$ cat config.mk
export PLATFORM = sky130hd
export DESIGN_NAME = i2s_dac_tx
export DESIGN_NICKNAME = d
export VERILOG_FILES = /design/src/rtl/audio_pkg.sv /design/src/rtl/i2s_bit_clock_gen.sv /design/src/rtl/i2s_dac_tx.sv
export SDC_FILE = /design/constraint.sdc
export NUM_CORES = 1
export LEC_CHECK = 0
export ABC_AREA = 1
export CAP_MARGIN = 20
export CORE_ASPECT_RATIO = 2
export CORE_MARGIN = 2
export CORE_UTILIZATION = 30
export CTS_CLUSTER_DIAMETER = 200
export DETAILED_ROUTE_END_ITERATION = 10
export GPL_TIMING_DRIVEN = 1
export HOLD_SLACK_MARGIN = 0.1
export PLACE_DENSITY = 0.62
export SLEW_MARGIN = 10
export SYNTH_ARGS = -nofsm -noshare
export SYNTH_HDL_FRONTEND = slang
export SYNTH_HIERARCHICAL = 1
export SYNTH_SLANG_ARGS = --single-unit
export TNS_END_PERCENT = 1
$ cat constraint.sdc
create_clock -name clk_chipset -period 2.3 [get_ports clk_chipset]
set_input_delay 0.345 -clock clk_chipset [delete_from_list [all_inputs] [get_ports clk_chipset]]
set_output_delay 0.345 -clock clk_chipset [all_outputs]
set_load 0.03 [all_outputs]
$ cat src/rtl/audio_pkg.sv
// Purpose: shared audio sample types and default I2S framing parameters.
// Contents: default widths/divider, per-channel sample type, stereo sample payload.
package audio_pkg;

   localparam int unsigned AUDIO_DATA_W  = 16;
   localparam int unsigned AUDIO_SLOT_W  = 32;
   localparam int unsigned AUDIO_SCK_DIV = 8;

   typedef logic signed [AUDIO_DATA_W-1:0] audio_sample_t;

   typedef struct packed {
      audio_sample_t l;
      audio_sample_t r;
   } stereo_sample_t;

endpackage

$ cat src/rtl/i2s_bit_clock_gen.sv
// Purpose: derives MCLK (clk/2) and the I2S bit clock from the system clock,
//          and flags the divider terminal-count cycles that move SCLK.
// Ports:
//   clk_i      system clock
//   reset_i    synchronous active-high reset
//   mclk_o     master clock, toggles every clk cycle
//   sclk_o     bit clock, period 2*SCK_DIV clk cycles
//   rise_c_o   terminal count while SCLK is low (SCLK rises next edge)
//   fall_c_o   terminal count while SCLK is high (SCLK falls next edge)
module i2s_bit_clock_gen
   import audio_pkg::*;
#(
   parameter int unsigned SCK_DIV = AUDIO_SCK_DIV
) (
   input  logic clk_i,
   input  logic reset_i,
   output logic mclk_o,
   output logic sclk_o,
   output logic rise_c_o,
   output logic fall_c_o
);

   localparam int unsigned DIV_W    = (SCK_DIV > 1) ? $clog2(SCK_DIV) : 1;
   localparam logic [DIV_W-1:0] DIV_LAST = DIV_W'(SCK_DIV - 1);

   logic [DIV_W-1:0] div_cnt_q, div_cnt_d;
   logic             sck_q, sck_d;
   logic             mclk_q, mclk_d;
   logic             tc;

   // Divider and clock toggles
   always_comb begin
      tc        = (div_cnt_q == DIV_LAST);
      div_cnt_d = tc ? '0 : div_cnt_q + DIV_W'(1);
      sck_d     = tc ? ~sck_q : sck_q;
      mclk_d    = ~mclk_q;
   end

   always_ff @(posedge clk_i) begin
      if (reset_i) begin
         div_cnt_q <= '0;
         sck_q     <= 1'b0;
         mclk_q    <= 1'b0;
      end else begin
         div_cnt_q <= div_cnt_d;
         sck_q     <= sck_d;
         mclk_q    <= mclk_d;
      end
   end

   assign mclk_o   = mclk_q;
   assign sclk_o   = sck_q;
   assign rise_c_o = tc & ~sck_q;
   assign fall_c_o = tc & sck_q;

endmodule

$ cat src/rtl/i2s_dac_tx.sv
// Purpose: I2S transmitter for the board audio codec. Latches one stereo
//          sample per frame and shifts it out MSB first with the standard
//          one-SCLK delay after each LRCK edge.
// Ports:
//   clk_chipset    system clock, all logic on its rising edge
//   reset          synchronous active-high reset
//   l_data/r_data  channel samples, sampled only on the latch cycle
//   mute           loads zeros instead of the samples at the latch cycle
//   sample_strobe  high during the cycle the samples are latched
//   dac_MCLK       clk_chipset/2
//   dac_SCLK       bit clock
//   dac_LRCK       word clock, 0 = left slot, 1 = right slot
//   dac_SDIN       serial data, changes with SCLK falling
module i2s_dac_tx
   import audio_pkg::*;
#(
   parameter int unsigned DATA_W    = AUDIO_DATA_W,
   parameter int unsigned SLOT_W    = AUDIO_SLOT_W,
   parameter int unsigned SCK_DIV   = AUDIO_SCK_DIV,
   parameter bit          SIGNED_IN = 1'b1
) (
   input  logic              clk_chipset,
   input  logic              reset,
   input  logic [DATA_W-1:0] l_data,
   input  logic [DATA_W-1:0] r_data,
   input  logic              mute,
   output logic              sample_strobe,
   output logic              dac_MCLK,
   output logic              dac_SCLK,
   output logic              dac_LRCK,
   output logic              dac_SDIN
);

   localparam int unsigned FRAME_W = 2 * SLOT_W;
   localparam int unsigned CNT_W   = $clog2(FRAME_W);
   localparam int unsigned IDX_W   = (DATA_W > 1) ? $clog2(DATA_W) : 1;
   localparam logic [CNT_W-1:0] CNT_LAST = CNT_W'(FRAME_W - 1);
   localparam logic [CNT_W-1:0] CNT_SLOT = CNT_W'(SLOT_W);
   localparam logic [CNT_W-1:0] CNT_DATA = CNT_W'(DATA_W);

   if (SCK_DIV < 2) begin : g_chk_div
      $error("i2s_dac_tx: SCK_DIV must be >= 2");
   end
   if (DATA_W > SLOT_W - 1) begin : g_chk_width
      $error("i2s_dac_tx: DATA_W must be <= SLOT_W-1");
   end

   // Offset-binary inputs become two's complement by flipping the MSB
   function automatic logic [DATA_W-1:0] conv(input logic [DATA_W-1:0] s);
      conv = s;
      if (!SIGNED_IN) conv[DATA_W-1] = ~s[DATA_W-1];
   endfunction

   logic [CNT_W-1:0]  bit_cnt_q, bit_cnt_d;
   logic              lrck_q, lrck_d;
   logic              sdin_q, sdin_d;
   logic [DATA_W-1:0] shadow_l_q, shadow_l_d;
   logic [DATA_W-1:0] shadow_r_q, shadow_r_d;
   logic [CNT_W-1:0]  slot_pos;
   logic [IDX_W-1:0]  bit_idx;
   logic              frame_start_c;
   logic              fall_c;
   logic              unused_rise_c;

   i2s_bit_clock_gen #(
      .SCK_DIV (SCK_DIV)
   ) u_bit_clock_gen (
      .clk_i    (clk_chipset),
      .reset_i  (reset),
      .mclk_o   (dac_MCLK),
      .sclk_o   (dac_SCLK),
      .rise_c_o (unused_rise_c),
      .fall_c_o (fall_c)
   );

   // Frame sequencing: every update is on the SCLK-fall cycle
   always_comb begin
      bit_cnt_d     = bit_cnt_q;
      lrck_d        = lrck_q;
      sdin_d        = sdin_q;
      shadow_l_d    = shadow_l_q;
      shadow_r_d    = shadow_r_q;
      slot_pos      = '0;
      bit_idx       = '0;
      frame_start_c = fall_c & (bit_cnt_q == CNT_LAST);

      if (fall_c) begin
         bit_cnt_d = frame_start_c ? '0 : bit_cnt_q + CNT_W'(1);
         lrck_d    = (bit_cnt_d >= CNT_SLOT);
         slot_pos  = lrck_d ? bit_cnt_d - CNT_SLOT : bit_cnt_d;
         bit_idx   = IDX_W'(DATA_W - 32'(slot_pos));
         // Position 0 of a slot still carries padding (one-SCLK I2S delay)
         if ((slot_pos != '0) && (slot_pos <= CNT_DATA)) begin
            sdin_d = lrck_d ? shadow_r_q[bit_idx] : shadow_l_q[bit_idx];
         end else begin
            sdin_d = 1'b0;
         end
         if (frame_start_c) begin
            shadow_l_d = mute ? '0 : conv(l_data);
            shadow_r_d = mute ? '0 : conv(r_data);
         end
      end
   end

   always_ff @(posedge clk_chipset) begin
      if (reset) begin
         bit_cnt_q  <= CNT_LAST;
         lrck_q     <= 1'b0;
         sdin_q     <= 1'b0;
         shadow_l_q <= '0;
         shadow_r_q <= '0;
      end else begin
         bit_cnt_q  <= bit_cnt_d;
         lrck_q     <= lrck_d;
         sdin_q     <= sdin_d;
         shadow_l_q <= shadow_l_d;
         shadow_r_q <= shadow_r_d;
      end
   end

   assign sample_strobe = frame_start_c & ~reset;
   assign dac_LRCK      = lrck_q;
   assign dac_SDIN      = sdin_q;

endmodule

* Yosys cells after proc, flatten, opt, wreduce, memory -nomap -nowiden *
Index checks and enable logic that the tools add are counted.

cells by class
  $add $sub $neg = 4
  multipliers = 0
  div/mod/pow operators = 0
  $lt $le $gt $ge = 3
  eq/ne operators = 2
  shift-type cells = 0
  mux-type cells = 10
  bitwise logic cells = 6
  reductions and logical operators = 4

operators by type and width
  cell                                                             count
  two-way mux 16 bit                                               2
  two-way mux 6 bit                                                2
  binary-select mux 1 bit (select 4 bit)                           2
  adder 6 x 1 -> 6 bit (second input constant)                     1
  == test 6 bit (second input constant)                            1
  greater-or-equal comparator 6 bit (second input constant)        1
  less-or-equal comparator 6 x 5 -> 1 bit (second input constant)  1
  nonzero test 6 bit                                               1
  subtractor 6 bit (second input constant)                         1
  less-than comparator 4 x 5 -> 1 bit (second input constant)      1
  two-way mux 1 bit                                                4
  subtractor 1 x 4 -> 4 bit (first input constant)                 1
  adder 3 x 1 -> 3 bit (second input constant)                     1
  bitwise AND 1 bit                                                3
  == test 3 bit (second input constant)                            1
  inverter 1 bit                                                   3
  AND reduction 2 bit                                              1
  OR reduction 2 bit                                               1
  logical AND 1 bit                                                1

word-level totals
  register bits = 45
  latch bits = 0
  bits in writable memories = 0
  bits in read-only memories = 0
  input port bits = 35
  output and inout bits = 5
  word-level logic and storage cells = 37
  memories = 0

* Depth between registers and ports, before layout *
Gate-level depths: netlist of run 1.

  word-level depth = 11
  gate-level depth with buffers = 18
  mapped depth without buffers = 17

* Modules after synthesis *
Netlist of run 1, hierarchy kept.

modules (own cells, without submodules)
  module             instances  cells an instance  area each (um^2)  sequential area each (um^2)
  i2s_dac_tx         1          282                2018.2            800.8
  i2s_bit_clock_gen  1          22                 186.4             100.1

* Worst setup path after synthesis of run 1 *
OpenSTA, ideal clock, no wires.

  path kind = register to output
  from = register u_bit_clock_gen.div_cnt_q[0]
  to = output port sample_strobe
  arrival time = 1.677 ns
  required time = 1.955 ns
  slack = 0.278 ns
  cell stages (with the launch flop) = 11
  path buffers = 2
  cells stage by stage = dfxtp_1 -> ha_1 -> ha_1 -> nand2_1 -> inv_1 -> nand2_1 -> inv_1 -> nand3_4 -> buf_6 -> nor2_2 -> buf_2

on the way
  cells in the longest elaborated chain, start to end = 4

RTL lines
  element                   line                     source
  start: declaration        i2s_bit_clock_gen.sv:26  logic [DIV_W-1:0] div_cnt_q, div_cnt_d;
  start signal: assignment  i2s_bit_clock_gen.sv:45  div_cnt_q <= div_cnt_d;
  == test 3 bit             i2s_bit_clock_gen.sv:33  tc = (div_cnt_q == DIV_LAST);
  bitwise AND 1 bit         i2s_bit_clock_gen.sv:54  assign fall_c_o = tc & sck_q;
  net fall_c                i2s_dac_tx.sv:62         logic fall_c;
  bitwise AND 1 bit         i2s_dac_tx.sv:85         frame_start_c = fall_c & (bit_cnt_q == CNT_LAST);
  bitwise AND 1 bit         i2s_dac_tx.sv:121        assign sample_strobe = frame_start_c & ~reset;
  end: declaration          i2s_dac_tx.sv:27         output logic sample_strobe,

The timed path passes the listed nets, and every way through them passes these cells.

* Worst setup path after layout of run 1 *
Same ends and word-level chain as after synthesis.

==> flow_summary.yaml, run 1 <==
timing:
  slew-limit-headroom_pct: 69.1
  fin_setup_tns_ns: 0
  max_freq_ghz: 0.471
  setup_ws_ns: 0.176
  rsz0062_at_grt: "false"
  maxSlewViolCount: 0
  period_needed_ns: 2.12
  finalHoldViolations: 0
  tightest_slew_ns: 0.460
  setup_viol: 0
  post-route-period-util_pct: 92.4
  clock_skew_ns: 0.00455
  whs_ns: 0.401
clocking:
  htreeDepth: 2
  worstSkewPairLatency_ns: 0.28
  cts_made_buffers: 5
  cts_sinks: 45
  ctsRootBufferMaster: "clkbuf_16"
  clkTransAtPathRegs_ns: 0.05
  postCtsHoldBufs: 0
  clk_path_buf_depth: 2
  cts_tree: "done"
placed_design:
  pre_cts_ws_ns: 0.110
  globalplace.congestion: 0.844
  dp_hpwl_um: 4440
  place_inst: 426
  port_buffers: 39
route:
  drtIter0Drc: 59
  wirelength_um: 6000
  num_vias: 2093
  wl_per_cell_um: 13.6
  drtAntennaViolNets: 0
  drt-vias-per-instance: 4.74
  drt-pass1-iter-count: 4
  drc: 0
power_and_ir_drop:
  pwr-share-clk_pct: 43.9
  p_leak_nw: 1.26
  power.density_nw_per_um2: 533
  p_comb_share_pct: 6.3
  power.switching_mw: 0.313
  irDropWorstVdd_uv: 518
  seq_power_share_pct: 49.7
  swShare_pct: 19.7
  intPower_mw: 1.27
worst_setup_path:
  r2r_end: "dac_SDIN"
  startpoint_type: "flop"
  cpLargestDelayFamily: "buffers and inverters"
  arrival_ns: 1.78
  reg2reg_depth: 19
  worstSetupPathType: "flop to output port"
  crit_cells: 10
  path_cells: "ha_1, ha_2, nand2_1, inv_2, nand2_1, inv_2, nand3_4, buf_8, nor2_4, buf_4"
  r2r_start: "u_bit_clock_gen/div_cnt_q[0]"
  worst-path-buf-inv: 4
  crit_path_end_kind: "output port"
  critPathMaxFanout: 18
  slowest_delay_ns: 0.33
  cp_slowest_cell: "dfxtp_2"
  cp.required_ns: 1.96
  reg2reg_slack_ns: 0.19
yosys:
  synth_area_um2: 2200
  syn_area_per_cell_um2: 7.26
  synth_fp_nets: 341
  yosys_warnings: 6
  synthCells: 303
layout:
  nets: 388
  layout_common_cells: "60 x nand2_1, 60 x nand3_1, 44 x dfxtp_1"
  utilization_pct: 41.2
  drive_gt1_share_pct: 12.9
  n_antenna_cell: 0
  final_cells: 442
  fill_cells: 734
  area_growth_pct: 35.1
worst_hold_path:
  whs_path_depth: 1
  hold_path.class: "flop to flop"
  min-delay-start: "u_bit_clock_gen/div_cnt_q[0]"
  holdPathEnd: "u_bit_clock_gen/div_cnt_q[0]"
global_route:
  grt-ovfl-total: 0
  antenna_found_initial: 0
  grt_max_degree: 33
  grt_pass1_wl_um: 9820
  grt_pass1_vias: 2066
  grt_use_total_pct: 15.8
status:
  run_status: "completed"
flow_run:
  maxCapViolCount: 0
floorplanning:
  rows: 44
  die_y_um: 125
  coreArea_um2: 7210
  start_util_pct: 30.5
  die-area_um2: 8080
  die_width_um: 64.6
  io_pins: 40
==> per-stage QoR <==
stage	area [um^2]	total power, mW
4_1_cts	2880	1.61
2_1_floorplan	2200	0.834
3_5_place_dp	2690	0.906
3_3_place_gp	2690	0.904
6_report	2970	1.59
5_1_grt	2970	1.65
==> final cells by class <==
class,count,area (um^2),area share [%]
multi-input combinational,204,1120,37.8
sequential,45,902,30.3
timing repair buffer,56,548,18.4
clock buffer,7,143,4.80
inverter,38,143,4.80
tap,92,115,3.87
==> metal layers <==
layer	vias up	share of wire, %	global-route usage (%)
met3	10	3.1	3.69
met4	0	3.1	6.76
met1	949	39	16.7
met5	-	0	0
met2	37	55	28.9
li1	1097	-	-
==> registers in the layout, summed over array words and instances (netlist names) <==
register / cells
dac_SDIN: 1
u_bit_clock_gen/sclk_o: 1
bit_cnt_q: 6
dac_LRCK: 1
shadow_l_q: 16
u_bit_clock_gen/div_cnt_q: 3
u_bit_clock_gen/mclk_o: 1
shadow_r_q: 16
==> worst max-delay path by stage <==
stage | end | start | slack, ns
5_1_grt | dac_SDIN | u_bit_clock_gen/div_cnt_q[0] | 0.002
6_report | sample_strobe | u_bit_clock_gen/div_cnt_q[0] | 0.18
2_1_floorplan | sample_strobe | u_bit_clock_gen/div_cnt_q[0] | 0.28
3_3_place_gp | dac_SDIN | u_bit_clock_gen/div_cnt_q[0] | 0.17
4_1_cts | sample_strobe | u_bit_clock_gen/div_cnt_q[0] | 0.07
3_5_place_dp | dac_SDIN | u_bit_clock_gen/div_cnt_q[0] | 0.11
==> worst reg2reg max path, stage by stage (launching register included) <==
cell and delay (ns):
dfxtp_2 0.33, ha_1 0.15, ha_2 0.17, nand2_1 0.08, inv_2 0.08, nand2_1 0.06
inv_2 0.06, nand3_4 0.08, buf_12 0.16, nand2_8 0.09, nand2_8 0.09, buf_4 0.15
nor2_1 0.08, nor2_1 0.05, nand2_1 0.06, nand3_1 0.07, nand3_1 0.07, nand2_1 0.06
nand2_1 0.06, a21oi_2 0.04
==> power by group through the flow <==
stage / clock network (mW) / logic, mW / registers, mW
floorplan: 0 / 0.0265 / 0.807
global placement: 0 / 0.0996 / 0.805
CTS: 0.717 / 0.102 / 0.788
global route: 0.750 / 0.110 / 0.788
finish: 0.697 / 0.101 / 0.788
detailed placement: 0 / 0.101 / 0.805
==> timing repair <==
| item | in CTS | in global routing |
|---|---|---|
| setup buffers | 3 | 4 |
| pin swaps | 1 | 1 |
| endpoints found under the hold margin | 0 | 0 |
| resized for setup | 3 | 10 |
| gates cloned | 0 | 2 |
| setup endpoints to repair | 1 | 2 |
Power figures use the tool's default switching activity.
==> inputs of run 2 (changes only) <==
--- a/config.mk
+++ b/config.mk
@@ -16,3 +16,3 @@
 export HOLD_SLACK_MARGIN = 0.1
-export PLACE_DENSITY = 0.62
+export PLACE_DENSITY_LB_ADDON = 0.25
 export SLEW_MARGIN = 10
--- a/constraint.sdc
+++ b/constraint.sdc
@@ -3,2 +3,2 @@
 set_output_delay 0.345 -clock clk_chipset [all_outputs]
-set_load 0.03 [all_outputs]
+set_load 0.1 [all_outputs]
==> flow_summary.yaml, run 2 (synthesis gave the netlist of run 1 again) <==
layout:
  drive_gt1_share_pct: 13.8
  final_area_um2: 2910
  layout_common_cells: "61 x nand3_1, 59 x nand2_1, 43 x dfxtp_1"
  final_common_cell: "nand3_1"
  utilization_pct: 40.3
  area_growth_pct: 32.0
  n_antenna_cell: 0
  nets: 385
  fill_cells: 776
  final_cells: 440
  top_regs: "shadow_l_q (16), shadow_r_q (16), bit_cnt_q (6)"
clocking:
  cts_sinks: 45
  cts_made_buffers: 5
  htreeDepth: 2
  cts_tree: "done"
  clkTransAtPathRegs_ns: 0.06
  worstSkewPairLatency_ns: 0.29
  clk_path_buf_depth: 2
  ctsRootBufferMaster: "clkbuf_16"
worst_setup_path:
  critPathMaxFanout: 5
  crit_top_cell: "inv_2"
  arrival_ns: 1.81
  cp_slowest_cell: "dfxtp_2"
  path_cells: "ha_1, ha_2, nand2_2, inv_2, nand2_1, inv_2, nand3_4, nor2_4, buf_4, buf_12"
  crit_path_end_kind: "output port"
  slowest_delay_ns: 0.32
  worstSetupPathType: "flop to output port"
  startpoint_type: "flop"
  cp.required_ns: 1.96
floorplanning:
  start_util_pct: 30.5
  die-area_um2: 8080
  die_width_um: 64.6
  rows: 44
  io_pins: 40
  coreArea_um2: 7210
  die_y_um: 125
timing:
  whs_ns: 0.398
  tightest_slew_ns: 0.479
  maxSlewViolCount: 0
  period_needed_ns: 2.15
  post-route-period-util_pct: 93.6
  max_freq_ghz: 0.465
  finalHoldViolations: 0
  setup_viol: 0
  fin_setup_tns_ns: 0
  clock_skew_ns: 0.00529
  setup_ws_ns: 0.147
  slew-limit-headroom_pct: 67.8
  rsz0062_at_grt: "false"
route:
  wl_per_cell_um: 13.7
  drtIter0Drc: 73
  drtAntennaViolNets: 0
  drt-vias-per-instance: 4.67
  drc: 0
  drt-pass1-iter-count: 4
  num_vias: 2053
  wirelength_um: 6010
power_and_ir_drop:
  irDropWorstVdd_uv: 355
  power.density_nw_per_um2: 566
  p_leak_nw: 1.25
  power.total_mw: 1.65
placed_design:
  place_area_um2: 2700
  place_inst: 428
  port_buffers: 39
  pre_cts_ws_ns: 0.0769
  dp_hpwl_um: 4670
  globalplace.congestion: 0.873
global_route:
  grt_pass1_wl_um: 10100
  antenna_found_initial: 0
  grt-ovfl-total: 0
  grt_pass1_vias: 2153
  grt_use_total_pct: 16.4
  grt_max_degree: 33
worst_hold_path:
  hold_path.class: "flop to flop"
status:
  run_status: "completed"
flow_run:
  maxCapViolCount: 0
-- run 2: cell count changes in the layout (fill, tap and decap cells not counted), sizes merged --
| cell | previous run | this run |
|---|---|---|
| clkdlybuf4s50 | 38 | 34 |
| buf | 18 | 21 |
| nand2 | 66 | 64 |
| clkinv | 2 | 3 |
-- run 2: power by group --
group          internal, mW  total [mW]  leakage [nW]  switching, mW
Clock                 0.460       0.751        0.0799          0.292
Sequential            0.785       0.788         0.364        0.00242
Combinational        0.0592       0.106         0.810         0.0469
Total                  1.30        1.65          1.25          0.341
-- run 2: layout make-up --
| class | instances | area, um^2 | share of cell area (%) |
|---|---|---|---|
| flip-flops and latches | 45 | 903 | 31.1 |
| inverters | 38 | 143 | 4.91 |
| well taps | 92 | 115 | 3.96 |
| clock buffers | 7 | 153 | 5.25 |
| multi-input cells | 202 | 1070 | 36.8 |
| repair buffers | 55 | 518 | 17.8 |
| clock inverters | 1 | 5.00 | 0.172 |
-- run 2: final timing paths --
kind                                 from                           end  slack, ns  cells after the start
min          u_bit_clock_gen/div_cnt_q[0]  u_bit_clock_gen/div_cnt_q[0]       0.40                      1
max          u_bit_clock_gen/div_cnt_q[0]                 sample_strobe       0.15                     10
min reg2reg  u_bit_clock_gen/div_cnt_q[0]  u_bit_clock_gen/div_cnt_q[0]       0.40                      1
max reg2reg  u_bit_clock_gen/div_cnt_q[0]                      dac_SDIN       0.23                     16
-- run 2: worst max-delay path, delay by kind of cell (launching register included) --
| family | cells | cell delay (ns) |
|---|---|---|
| fa+ha+maj | 2 | 0.33 |
| flops | 1 | 0.32 |
| simple gates | 4 | 0.37 |
| buf+inv | 4 | 0.48 |
-- run 2: what timing repair did --
action	in CTS	in global routing
setup buffers	2	2
gates resized for setup	1	8
pin swaps	1	1
endpoints found under the setup margin	1	2
hold buffers	0	0
-- run 2: layer usage --
metal | part of all wire, % | vias to the layer above | wire [um] | track usage (%)
met3 | 2.8 | 8 | 168 | 3.06
met1 | 38 | 923 | 2290 | 16.4
met4 | 2.3 | 0 | 136 | 6.13
li1 | - | 1092 | - | -
met2 | 57 | 30 | 3410 | 31.9
met5 | 0 | - | 0 | 0
